[src/rtl/score_tracker_pkg.sv]
// Shared types and default sizes for the score tracker.
package score_tracker_pkg;

  localparam int DEF_NUM_PLAYERS = 8;
  localparam int DEF_SCORE_W     = 7;
  localparam int DEF_ID_W        = 3;

  typedef enum logic [1:0] {
    IDLE = 2'd0,
    READ = 2'd1,
    EVAL = 2'd2
  } state_t;

  typedef logic [DEF_SCORE_W-1:0] score_t;
  typedef logic [DEF_ID_W-1:0]    player_id_t;

endpackage

[src/rtl/score_record_ram.sv]
// Per-player best-score store: synchronous read, single write port,
// per-entry valid bits cleared by async active-low reset.
module score_record_ram #(
  parameter int NUM_PLAYERS = 8,
  parameter int SCORE_W     = 7,
  parameter int ID_W        = 3
) (
  input  logic               clk,
  input  logic               rst_n,
  input  logic               i_rd_en,
  input  logic [ID_W-1:0]    i_rd_addr,
  output logic [SCORE_W-1:0] o_rd_best,
  output logic               o_rd_valid,
  input  logic               i_wr_en,
  input  logic [ID_W-1:0]    i_wr_addr,
  input  logic [SCORE_W-1:0] i_wr_score
);

  logic [SCORE_W-1:0]     r_mem [NUM_PLAYERS];
  logic [NUM_PLAYERS-1:0] r_vld;
  logic                   w_rd_in_range;
  logic                   w_wr_in_range;

  assign w_rd_in_range = 32'(i_rd_addr) < NUM_PLAYERS;
  assign w_wr_in_range = 32'(i_wr_addr) < NUM_PLAYERS;

  always_ff @(posedge clk or negedge rst_n) begin
    if (!rst_n) begin
      r_vld <= '0;
    end else if (i_wr_en && w_wr_in_range) begin
      r_vld[i_wr_addr] <= 1'b1;
    end
  end

  // Score contents need no reset: an entry is only trusted once its valid bit is set.
  always_ff @(posedge clk) begin
    if (i_wr_en && w_wr_in_range) begin
      r_mem[i_wr_addr] <= i_wr_score;
    end
  end

  always_ff @(posedge clk or negedge rst_n) begin
    if (!rst_n) begin
      o_rd_valid <= 1'b0;
    end else if (i_rd_en) begin
      o_rd_valid <= w_rd_in_range & r_vld[i_rd_addr];
    end
  end

  always_ff @(posedge clk) begin
    if (i_rd_en) begin
      o_rd_best <= r_mem[i_rd_addr];
    end
  end

endmodule

[src/rtl/score_tracker.sv]
// Tracks the lowest score per player and globally; reports win flags with a strobe.
// Define SCORE_TRACKER_STICKY_EN to hold the result until the next start edge.
module score_tracker
  import score_tracker_pkg::*;
#(
  parameter int NUM_PLAYERS = DEF_NUM_PLAYERS,
  parameter int SCORE_W     = DEF_SCORE_W,
  parameter int ID_W        = DEF_ID_W
) (
  input  logic               clk,
  input  logic               rst,
  input  logic               score_req,
  input  logic [SCORE_W-1:0] score,
  input  logic [ID_W-1:0]    playerID,
  input  logic               isGuest,
  output logic               personal_winner,
  output logic               global_winner,
  output logic               valid
);

  state_t             r_state;
  logic               r_req_q;
  logic [SCORE_W-1:0] r_score;
  logic [ID_W-1:0]    r_id;
  logic               r_guest;
  logic [SCORE_W-1:0] r_glob_best;
  logic               r_glob_valid;

  logic               w_start;
  logic               w_capture;
  logic [SCORE_W-1:0] w_rec_best;
  logic               w_rec_valid;
  logic               w_pw;
  logic               w_gw;
  logic               w_rd_en;
  logic               w_wr_en;

  assign w_start   = score_req & ~r_req_q;
  assign w_capture = (r_state == IDLE) & w_start;
  assign w_rd_en   = (r_state == READ);
  assign w_pw      = ~r_guest & (~w_rec_valid | (r_score < w_rec_best));
  assign w_gw      = ~r_glob_valid | (r_score < r_glob_best);
  assign w_wr_en   = (r_state == EVAL) & w_pw;

  score_record_ram #(
    .NUM_PLAYERS (NUM_PLAYERS),
    .SCORE_W     (SCORE_W),
    .ID_W        (ID_W)
  ) u_ram (
    .clk        (clk),
    .rst_n      (rst),
    .i_rd_en    (w_rd_en),
    .i_rd_addr  (r_id),
    .o_rd_best  (w_rec_best),
    .o_rd_valid (w_rec_valid),
    .i_wr_en    (w_wr_en),
    .i_wr_addr  (r_id),
    .i_wr_score (r_score)
  );

  always_ff @(posedge clk or negedge rst) begin
    if (!rst) begin
      r_state         <= IDLE;
      r_req_q         <= 1'b0;
      r_glob_valid    <= 1'b0;
      valid           <= 1'b0;
      personal_winner <= 1'b0;
      global_winner   <= 1'b0;
    end else begin
      r_req_q <= score_req;
`ifndef SCORE_TRACKER_STICKY_EN
      valid           <= 1'b0;
      personal_winner <= 1'b0;
      global_winner   <= 1'b0;
`endif
      case (r_state)
        IDLE: begin
          if (w_start) begin
            r_state <= READ;
`ifdef SCORE_TRACKER_STICKY_EN
            valid           <= 1'b0;
            personal_winner <= 1'b0;
            global_winner   <= 1'b0;
`endif
          end
        end
        READ: r_state <= EVAL;
        EVAL: begin
          valid           <= 1'b1;
          personal_winner <= w_pw;
          global_winner   <= w_gw;
          if (w_gw) r_glob_valid <= 1'b1;
          r_state <= IDLE;
        end
        default: r_state <= IDLE;
      endcase
    end
  end

  // Out-of-range slots fold into the guest path so they never touch a record.
  always_ff @(posedge clk) begin
    if (w_capture) begin
      r_score <= score;
      r_id    <= playerID;
      r_guest <= isGuest | (32'(playerID) >= NUM_PLAYERS);
    end
    if ((r_state == EVAL) && w_gw) begin
      r_glob_best <= r_score;
    end
  end

endmodule

[config.mk]
export PLATFORM = sky130hd
export DESIGN_NAME = score_tracker
export DESIGN_NICKNAME = d
export VERILOG_FILES = /design/src/rtl/score_tracker_pkg.sv /design/src/rtl/score_record_ram.sv /design/src/rtl/score_tracker.sv
export SDC_FILE = /design/constraint.sdc
export NUM_CORES = 1
export LEC_CHECK = 0
export ABC_CLOCK_PERIOD_IN_PS = 3500
export CAP_MARGIN = 15
export CORE_UTILIZATION = 40
export DETAILED_ROUTE_END_ITERATION = 6
export GPL_ROUTABILITY_DRIVEN = 0
export PLACE_DENSITY = 0.53
export SYNTH_ARGS = -nofsm -noshare
export SYNTH_HDL_FRONTEND = slang
export SYNTH_SLANG_ARGS = --single-unit
[constraint.sdc]
create_clock -name clk -period 3.5 [get_ports clk]
set_input_delay 0.525 -clock clk [delete_from_list [all_inputs] [get_ports clk]]
set_output_delay 0.525 -clock clk [all_outputs]
set_load 0.05 [all_outputs]
=== Word level (Yosys, flattened, before mapping) ===
Memories as Yosys holds them, arrays and structs flattened. A register that Yosys moved wholly into a read port is not among the register bits.
Cells that the tools add are included.

* Bits in writable memories: 56
* Memories kept: 1
* Bits in registers: 34
* Logic and storage cells: 46

* $lt $le $gt $ge: 4
* Reduce and logical (&&, ||, !) cells: 4
* Mux-type cells: 11
* Equal/unequal tests: 3
* Bitwise logic cells: 11

{| class="wikitable"
|+ Memories
! memory !! words !! bits a word !! read ports !! clocked after memory_dff !! write ports !! line !! RTL
|-
| u_ram.r_mem || 8 || 7 || 1 || 1 || 1 || score_record_ram.sv:19 || <nowiki>logic [SCORE_W-1:0] r_mem [NUM_PLAYERS];</nowiki>
|}

{| class="wikitable"
|+ Operators by type and width
! operator !! number
|-
| $lt A7 B7 Y1 || 2
|-
| $or A8 B8 Y8 || 1
|-
| $mux W1 || 7
|-
| $and A1 B1 Y1 || 4
|-
| $lt A3 B4 Y1 const B || 1
|-
| $not A1 Y1 || 4
|-
| $pmux W2 S2 || 1
|-
| $bmux W1 S3 || 1
|-
| $demux W1 S3 || 1
|-
| $ge A3 B1 Y1 const B || 1
|-
| $eq A2 B1 Y1 const B || 1
|-
| $eq A2 B2 Y1 const B || 1
|-
| $logic_and A1 B1 Y1 || 2
|-
| $logic_not A2 Y1 || 1
|-
| $mux W2 || 1
|-
| $ne A2 B2 Y1 const B || 1
|-
| $or A1 B1 Y1 || 2
|-
| $reduce_and A2 Y1 || 1
|}

=== Logic depth before layout (Yosys ltp) ===
Gate-level depths: netlist (run 1).

* Depth in word-level cells: 6
* Gate-level depth with buffers: 7
* Gate-level depth less buffers: 6

=== Cells and area by module ===
Synthesis (run 1) repeated with hierarchy kept, for this count alone.

* Cells, all modules: 202
* Area, all modules: 3,861.2 um2

{| class="wikitable"
|+ By module, submodules not included
! module !! area each (um2) !! times used !! cells each
|-
| score_record_ram || 2,770.2 || 1 || 126
|-
| score_tracker || 1,091.0 || 1 || 76
|}

=== Least setup slack after synthesis (run 1) ===
No wires, ideal clock.

* Path type: reg-to-reg
* From: register r_score[2]
* To: memory u_ram.r_mem[1][0] (enable)
* Path slack: 919 ps
* Clock period less this slack: 2,581 ps
* Arrival: 2,191 ps
* Path buffers: 1
* Cell stages (with the launch flop): 7
* Path through: edfxtp_1 ha_1 a21o_1 a31oi_2 o31ai_4 buf_6 nor4_1

* Word-level cells in the longest chain between the ends: 6

{| class="wikitable"
|+ RTL lines
! what !! line !! RTL
|-
| start: declaration || score_tracker.sv:23 || <nowiki>logic [SCORE_W-1:0] r_score;</nowiki>
|-
| start signal: assignment || score_tracker.sv:103 || <nowiki>r_score <= score;</nowiki>
|-
| $lt A7 B7 Y1 || score_tracker.sv:41 || <nowiki>assign w_pw = ~r_guest & (~w_rec_valid | (r_score < w_rec_best));</nowiki>
|-
| $or A1 B1 Y1 || score_tracker.sv:41 ||
|-
| $and A1 B1 Y1 || score_tracker.sv:41 ||
|-
| $and A1 B1 Y1 || score_tracker.sv:43 || <nowiki>assign w_wr_en = (r_state == EVAL) & w_pw;</nowiki>
|-
| $mux W1 || score_record_ram.sv:37 || <nowiki>if (i_wr_en && w_wr_in_range) begin</nowiki>
|-
| $mux W1 (implied by the code) || score_record_ram.sv:38 || <nowiki>r_mem[i_wr_addr] <= i_wr_score;</nowiki>
|-
| end: declaration || score_record_ram.sv:19 ||
|}

No other way between the ends.

=== Worst setup path after layout (run 1) ===
* From: register r_score[6]
* To: memory u_ram.r_mem[3][0] (enable)

The elaborated chain is that of the path after synthesis.

==> metrics.md, run 1 <==
| Metric | Value |
|---|---|
| Initial Utilization | about two fifths |
| Worst path slowest cell | nor3_1 |
| Antenna Diode Count | 0 |
| Resized cells post-CTS | 0 |
| Vias in the first global route | 2,235 |
| Post-Route WL | between 8000 and 9000 um |
| Worst VDD drop | 0.263 mV |
| # DRC | 0 |
| Clock Sinks | 97 |
| Worst path bufs/invs | 0 |
| Row count | 36 |
| Crit Path Max Fanout | 17 |
| Final period utilization | 79.4% |
| CTS Buffer Depth | 2 |
| Status | finished, final reports clean |
| Share of cells above drive strength 1 | 14.6% |
| LEAKAGE | 1.68 nW |
| Antenna Violating Nets Remaining | 0 |
| Clk slew on worst S/H paths | ~100 ps |
| Seq/Total Area, Yosys | between 60% and 70% |
| RSZ-0062 raised after global routing | no |
| Setup tns final | 0 ps |
| Layout area overhead | 13.2% |
| Worst slew pin tran | around 1100 ps |
| Core Area | 9820 um2 |
| Yosys reg bits | 97 |
| Crit path required time | ~3500 ps |
| Port bufs | 16 |
| Total of max-cap violations | 0 |
| CP delay by family, top | simple AND/OR/NAND/NOR gates |
| Max H-tree Level | 3 |
| Core Util, Final | between 40% and 50% |
| FILL cells | 914 |
| Area of the multi-input gates | 1040 um2 |
| Num CTS Buffers | 9 |
| Placement Setup Slack | 708 ps |
| Register Area | ~2800 um2 |
| Syn avg cell area | 15.1 um2 |
| Via density | 5.25 |
| Cell Pwr Density | 481 nW/um2 |
| Die Wd | 103 um |
| Nets | 323 |
| Die Footprint | 10,500 um2 |
| Crit-path cells | ha_1 -> a21oi_1 -> o22ai_2 -> nor3_1 |
| Placed wire-length estimate | 6110 um |
| Fmax | 360 MHz |
| Type of origin of the critical path | register |
| Worst setup EP type | register |
| Clk_skew | between 15 and 20 ps |
| CTS root buf | clkbuf_8 |
| WS Path Type | reg2reg |
| Vias | 2,285 |
| Worst-skew pair later-pin latency | about 380 ps |
| Iteration-0 DRC Markers | 115 |
| Drt pass-1 iters | 4 |
| Max Slew Vio Count | 0 |
| Slew headroom | 28.8% |
| WL per Instance | 20.4 um |
| Initial antenna violation count | 0 |
| Max incr delay on CP | 930 ps |
| Setup-failing EPs final | 0 |
| Minimum clock period | 2780 ps |
| Cts hold-fix bufs | 0 |
| Synth warn | 0 |
| CTS tree | yes |
| Die height | 103 um |
| Syn nets | just under 300 |
| Largest net degree at the start of global routing | 34 |
| Overall overflow remaining after global route | 0 |
| GRT Total Usage | a little under a fifth |
| Post-synthesis cell count | roughly 270 |
| Final WS setup | 720 ps |
| I/O pin count | 17 |
| Final Hold Fails | 0 |
| Area of the mapped netlist | 4060 um2 |
| Min-Delay Path Class | reg2reg |
| Cell variety after synth | 45 |
| Post-CTS setup buffers | 0 |
| Global-route wire length before repair | ~14,000 um |
| Worst path arrival time | 2770 ps |
## path summary, 6_finish.rpt
path / endpoint / startpoint / cells past startpoint / slack, ps
worst min register to register: r_state[0] / r_req_q / 1 / 460
worst min-delay path: r_state[0] / r_req_q / 1 / 460
worst max-delay path: u_ram.r_mem[3][0] / r_score[6] / 4 / 720
min in group asynchronous: r_req_q / rst / 1 / 570
worst max register to register: u_ram.r_mem[3][0] / r_score[6] / 4 / 720
max in group asynchronous: u_ram.r_vld[7] / rst / 1 / 2480
## routing by layer
layer  part of all wire (%)  vias up  global-route usage, %
met2                     49       48                   28.8
met1                     46     1157                   26.6
li1                       -     1070                      -
met3                    3.8       10                   4.07
met4                    1.5        0                   6.59
met5                      0        -                      0
## layout by cell type (no fill, tap or decap), types with 8 or more instances in the layout
| cell type | count |
|---|---|
| clkdlybuf4s50_1 | 16 |
| inv_1 | 24 |
| a21oi_1 | 8 |
| buf_4 | 14 |
| nand2_1 | 10 |
| edfxtp_1 | 81 |
| nor2_1 | 13 |
| mux2i_1 | 12 |
| ha_1 | 12 |
| dfrtp_1 | 16 |
| clkbuf_8 | 9 |
## registers in the layout (all words and copies together) (netlist names), 2 cells and up
| register | count |
|---|---|
| u_ram.r_mem | 56 |
| r_id | 3 |
| u_ram.o_rd_best | 7 |
| u_ram.r_vld | 8 |
| r_score | 7 |
| r_glob_best | 7 |
| r_state | 2 |
## synth_stat cells, drive strengths merged
master / n / area (um2)
edfxtp: 81 / 2430
inv: 24 / 90.1
dfrtp: 16 / 400
nor2: 14 / 55.1
buf: 13 / 103
ha: 12 / 150
mux2i: 12 / 120
nand2: 10 / 37.5
a21oi: 8 / 40.0
nand3: 6 / 30.0
o31ai: 6 / 68.8
nand2b: 5 / 31.3
nor2b: 5 / 31.3
nor3: 5 / 25.0
a22oi: 4 / 30.0
a31oi: 4 / 31.3
mux2: 4 / 48.8
o21ai: 4 / 20.0
nor4: 3 / 18.8
o221ai: 3 / 26.3
o22ai: 3 / 25.0
o41ai: 3 / 26.3
a21o: 2 / 15.0
a221o: 2 / 20.0
a22o: 2 / 17.5
a2bb2oi: 2 / 17.5
and3: 2 / 12.5
mux4: 2 / 45.0
nand4: 2 / 12.5
nor4b: 2 / 17.5
o2bb2ai: 2 / 17.5
a211oi: 1 / 7.51
a221oi: 1 / 8.76
a31o: 1 / 8.76
and2b: 1 / 7.51
or3: 1 / 6.26
## area by class of cell
| class | instances | share of cell area, % |
|---|---|---|
| Clock buffer | 9 | 2.70 |
| Clock inverter | 7 | 1.53 |
| Inverter | 24 | 1.96 |
| Multi-Input combinational cell | 134 | 22.6 |
| Sequential cell | 97 | 61.7 |
| Tap cell | 133 | 3.62 |
| Timing Repair Buffer | 31 | 5.94 |
## cells by family after synthesis
| logic type | after synthesis | synth area share, % |
|---|---|---|
| AOI/OAI and AO/OA | 48 | 9.38 |
| adders and majority gates | 12 | 3.70 |
| buffers and inverters | 37 | 4.75 |
| DFF | 97 | 69.9 |
| muxes | 18 | 5.28 |
| and+or+nand+nor | 56 | 7.04 |
## metrics by stage
step                instance area, um2  instances  power (mW)  hold WS, ps
detailed placement                4390        418        1.53          444
CTS                               4580        434        2.23          458
global route                      4590        435        2.29          479
floorplan                         4060        268        1.46          229
finish                            4590        435        2.21          456
global placement                  4390        418        1.53          436
## power by group
group	leakage [nW]	total, mW	switching (mW)	internal [mW]
Clock	0.0955	0.705	0.427	0.278
Combinational	0.647	0.184	0.106	0.0776
Sequential	0.936	1.32	0.0280	1.29
## worst register-to-register path: cells and delay by family, from the launching register on
family	cells	cell delay, ps
and+or+nand+nor	1	930
DFF	1	610
AOI/OAI and AO/OA	2	460
adders and majority gates	1	400
Note: power is estimated with default switching activity, not from simulation.
==> run 2: changes to the inputs <==
--- a/config.mk
+++ b/config.mk
@@ -5,7 +5,7 @@
 export SDC_FILE = /design/constraint.sdc
 export NUM_CORES = 1
 export LEC_CHECK = 0
-export ABC_CLOCK_PERIOD_IN_PS = 3500
+export ABC_CLOCK_PERIOD_IN_PS = 2700
 export CAP_MARGIN = 15
 export CORE_UTILIZATION = 40
 export DETAILED_ROUTE_END_ITERATION = 6
==> constraint.sdc (replaced) <==
create_clock -name clk -period 2.7 [get_ports clk]
set_input_delay 0.405 -clock clk [delete_from_list [all_inputs] [get_ports clk]]
set_output_delay 0.405 -clock clk [all_outputs]
set_load 0.05 [all_outputs]
==> run 2 against run 1 <==
Routed wire length decreased by 4.5%. Register-to-register slack got worse by 490 ps. Power increased by 25%. Highest routed layer unchanged.
==> metrics.md, run 2 (synthesis gave the netlist of run 1 again) <==
| Metric | Value |
|---|---|
| Worst slew pin tran | 1020 ps |
| Min-Delay Path Class | reg2reg |
| Cell Pwr Density | approximately 600 nW/um2 |
| Overall overflow remaining after global route | 0 |
| Crit Path Max Fanout | 7 |
| Clock Sinks | between 90 and 100 |
| Setup-failing EPs final | 0 |
| Worst path arrival time | 2450 ps |
| I/O pin count | 17 |
| Vias | 2,324 |
| Critical path launch point | r_score[2] |
| FILL cells | 922 |
| Final Hold Fails | 0 |
| Clk_skew | 6.33 ps |
| Area of the multi-input gates | 1040 um2 |
| GRT Total Usage | 18.0% |
| Hold depth | 1 |
| LEAKAGE | 1.71 nW |
| CTS tree | yes |
| Worst-skew pair later-pin latency | 360 ps |
| Biggest registers after layout | u_ram.r_mem: 56 flops, u_ram.r_vld: 8 flops |
| Clk slew on worst S/H paths | 80 ps |
| Share of cells above drive strength 1 | between 10% and 20% |
| Post-CTS setup buffers | 0 |
| Reg2reg end | u_ram.r_mem[0][1] |
| Core Area | 9820 um2 |
| CTS Buffer Depth | 2 |
| Minimum clock period | 2470 ps |
| Antenna Violating Nets Remaining | 0 |
| Crit path required time | 2690 ps |
| Layout area overhead | 14.4% |
| Max Slew Vio Count | 0 |
| Worst setup EP type | register |
| Placed Cells | around 430 |
| Largest Register | u_ram.r_mem |
| RSZ-0062 raised after global routing | no |
| Die Footprint | 10,500 um2 |
| WL per Instance | 19.0 um |
| R2R cell count | 5 |
| Resized cells post-CTS | 0 |
| Worst VDD drop | 0.371 mV |
| Status | finished, final reports clean |
| Worst Hold Launch | r_req_q |
| Iteration-0 DRC Markers | 186 |
| Reg-to-Reg Start | r_score[2] |
| Final period utilization | 91.3% |
| Largest net degree at the start of global routing | 23 |
| Initial Utilization | 41.3% |
| Nets | approximately 330 |
| Num CTS Buffers | 9 |
| Type of origin of the critical path | register |
| Setup tns final | 0 ps |
| # DRC | 0 |
| Drt pass-1 iters | 4 |
| Vias in the first global route | 2,299 |
| Final Non-Filler Cells | 445 |
| Cts hold-fix bufs | 0 |
| Initial antenna violation count | 0 |
| Die height | 103 um |
| WS Path Type | reg2reg |
| Row count | 36 |
| Port bufs | 16 |
| Post-Route WL | 8460 um |
| Slew headroom | 31.6% |
| Placed wire-length estimate | about 5900 um |
| Most common cell after layout, fill and taps aside | edfxtp_1 |
| Largest register FFs | 56 |
| Hold path endpoint | r_state[0] |
| Fmax | 406 MHz |
| CTS root buf | clkbuf_8 |
| Register Area | 2830 um2 |
| FF-to-FF setup slack | 230 ps |
| Most frequent cells in the layout | 81 x edfxtp_1, 24 x inv_1, 24 x buf_4 |
| Antenna Diode Count | 0 |
| Die Wd | around 100 um |
| Global-route wire length before repair | approximately 13,000 um |
| Via density | 5.22 |
| Max H-tree Level | 3 |
| Total of max-cap violations | 0 |
==> run 2: cell count changes in the layout (fill, tap and decap cells not counted) <==
| cell | change |
|---|---|
| clkinv_8 | -1 |
| inv_8 | -1 |
| clkbuf_4 | -1 |
| clkinv_4 | -1 |
| inv_6 | -3 |
| clkinv_2 | +1 |
| buf_12 | +1 |
| clkbuf_1 | +3 |
| buf_4 | +10 |
| clkinv_1 | +2 |
==> run 2: per-layer routing <==
metal / vias up / wire length, um / track usage (%)
met3: 9 / 313 / 4.14
li1: 1090 / - / -
met1: 1171 / 4030 / 24.3
met2: 54 / 4000 / 28.6
met5: - / 0 / 0
met4: 0 / 118 / 6.26
==> run 2: power breakdown <==
part           internal [mW]  total, mW  switching (mW)
logic                  0.112      0.258           0.146
registers               1.68       1.71          0.0315
clock network          0.329      0.798           0.470
==> run 2: area by class of cell <==
type | instances | share of cell area (%)
clock inverter | 4 | 0.431
sequential | 97 | 61.0
inverter | 24 | 1.94
timing repair buffer | 41 | 7.76
clock buffer | 12 | 2.91
multi-input combinational | 134 | 22.3
tap | 133 | 3.59
==> run 2: stage by stage <==
step           cell area [um2]  setup slack (ps)  utilization, %  hold WS (ps)  total power [mW]
6_report                  4640               234            47.3           456              2.76
3_3_place_gp              4490               280            45.7           438              2.00
3_5_place_dp              4490               266            45.7           447              2.00
4_1_cts                   4640               191            47.3           458              2.79
2_1_floorplan             4060               119               -           109              1.90
5_1_grt                   4640              87.8            47.3           485              2.87
==> run 2: worst max-delay path: stages, from the launching register on <==
cell	delay, ps
edfxtp_1	400
ha_1	350
a21o_1	180
a31oi_2	210
o31ai_4	120
nor3_1	830
==> run 2: how the worst max path moves through the flow <==
stage,to,cells after the start
6_report,u_ram.r_mem[0][1],5
5_1_grt,u_ram.r_mem[0][1],5
4_1_cts,u_ram.r_mem[0][1],5
3_5_place_dp,u_ram.r_mem[0][3],5
3_3_place_gp,u_ram.r_mem[0][6],5
2_1_floorplan,u_ram.r_mem[1][0],6
==> run 3: changes to the inputs <==
--- a/config.mk
+++ b/config.mk
@@ -7,6 +7,7 @@
 export LEC_CHECK = 0
 export ABC_CLOCK_PERIOD_IN_PS = 2700
 export CAP_MARGIN = 15
+export CORE_MARGIN = 2
 export CORE_UTILIZATION = 40
 export DETAILED_ROUTE_END_ITERATION = 6
 export GPL_ROUTABILITY_DRIVEN = 0
==> run 3 against run 2 <==
Power is 8.6% higher. Die area increased by 3.9%. Combinational power down 2%. Critical endpoint is now u_ram.r_mem[7][6]. Largest power group unchanged. Highest routed layer unchanged.
==> metrics.md, run 3 (synthesis gave the netlist of run 1 again) <==
| Metric | Value |
|---|---|
| Status | finished, final reports clean |
| Slew headroom | 33.1% |
| Cts hold-fix bufs | 0 |
| Die Footprint | approximately 11,000 um2 |
| Worst VDD drop | about 0.34 mV |
| Overall overflow remaining after global route | 0 |
| I/O pin count | 17 |
| Pwr Total | 3.00 mW |
| Post-Route WL | between 8000 and 9000 um |
| Resized cells post-CTS | 0 |
| Register Area | 2830 um2 |
| Minimum clock period | between 2000 and 2500 ps |
| Core Util, Final | about half |
| R2R cell count | 5 |
| Placed wire-length estimate | 5970 um |
| Crit Path Max Fanout | 7 |
| Iteration-0 DRC Markers | ~210 |
| Setup tns final | 0 ps |
| Clock Sinks | 97 |
| CTS root buf | clkbuf_8 |
| Total of max-cap violations | 0 |
| Layout area overhead | 16.5% |
| CTS tree | yes |
| Worst setup endpoint | u_ram.r_mem[7][6] |
| LEAKAGE | approximately 1.8 nW |
| Row count | 36 |
| Post-CTS setup buffers | 0 |
| Reg2reg end | u_ram.r_mem[7][6] |
| Type of origin of the critical path | register |
| Setup-failing EPs final | 0 |
| Most frequent cells in the layout | 81 x edfxtp_1, 26 x buf_4, 24 x inv_1 |
| Final WS setup | roughly 330 ps |
| Reg-to-Reg Start | r_score[2] |
| Biggest registers after layout | u_ram.r_mem: 56 flops, u_ram.r_vld: 8 flops |
| # DRC | 0 |
| Worst Hold Launch | r_req_q |
| Fin Hold WS | 458 ps |
| Max Slew Vio Count | 0 |
| Worst setup EP type | register |
| GRT Total Usage | 16.4% |
| Most common cell after layout, fill and taps aside | edfxtp_1 |
| Global-route wire length before repair | ~13,000 um |
| WS Path Type | reg2reg |
| WL per Instance | 19.1 um |
| Die height | 105 um |
| Core Area | 9820 um2 |
| Placement Setup Slack | 263 ps |
| Largest net degree at the start of global routing | 29 |
| Worst path arrival time | 2350 ps |
| Clk slew on worst S/H paths | 90 ps |
| CTS Buffer Depth | 2 |
| Largest Register | u_ram.r_mem |
| Worst slew pin tran | 996 ps |
| Max H-tree Level | 3 |
| Min-Delay Path Class | reg2reg |
| Num CTS Buffers | 9 |
| Critical path launch point | r_score[2] |
| Fmax | 422 MHz |
| FF-to-FF setup slack | 330 ps |
| RSZ-0062 raised after global routing | no |
| Final period utilization | between 80 and 90% |
| Antenna Violating Nets Remaining | 0 |
| Area of the multi-input gates | 1040 um2 |
| Die Wd | between 100 and 150 um |
| Crit path required time | 2680 ps |
| Antenna Diode Count | 0 |
| Nets | between 300 and 400 |
| Vias in the first global route | 2,276 |
| Initial antenna violation count | 0 |
| Port bufs | 16 |
| Initial Utilization | 41.3% |
| Largest register FFs | 56 |
| Share of cells above drive strength 1 | 17.8% |
| Final Hold Fails | 0 |
| Via density | 5.10 |
| Vias | 2,281 |
| Worst-skew pair later-pin latency | 360 ps |
| Clk_skew | 15.7 ps |
| Drt pass-1 iters | 4 |
| Cell Pwr Density | between 600 and 700 nW/um2 |
| FILL cells | 909 |
==> run 3: critical path, cell delays in order, from the launching register on <==
cell and delay, ps:
edfxtp_1 400, ha_1 340, a21o_1 170, a31oi_2 190
o31ai_4 100, nor3_1 800
==> run 3: stage by stage <==
step                      cells  instance area (um2)
after global placement      431                 4500
after global routing        447                 4720
after CTS                   447                 4720
after detailed placement    431                 4500
final                       447                 4720
after floorplan             268                 4060
==> run 3: per-layer routing <==
layer | GRT usage [%] | share of wire, %
met1 | 23.7 | 48
met2 | 25.8 | 48
met3 | 2.06 | 2.8
met4 | 5.71 | 0.94
met5 | 0 | 0
==> run 3: how the worst min path moves through the flow <==
stage	endpoint	cells after the start
floorplan	global_winner	0
global placement	u_ram.r_vld[3]	2
detailed placement	r_state[0]	1
CTS	r_state[0]	1
global route	r_state[0]	1
finish	r_state[0]	1
==> run 3: area by class of cell <==
cell class,count,share of cell area [%]
Clock buffer,9,2.62
Clock inverter,7,2.09
Inverter,24,1.91
Multi-Input combinational cell,134,21.9
Sequential cell,97,60.0
Tap cell,133,3.52
Timing Repair Buffer,43,7.95
==> run 3: power by group <==
group / total, mW / leakage, nW / switching, mW / internal, mW
clock: 1.04 / 0.111 / 0.510 / 0.530
sequential: 1.71 / 0.936 / 0.0339 / 1.68
combinational: 0.252 / 0.713 / 0.141 / 0.111
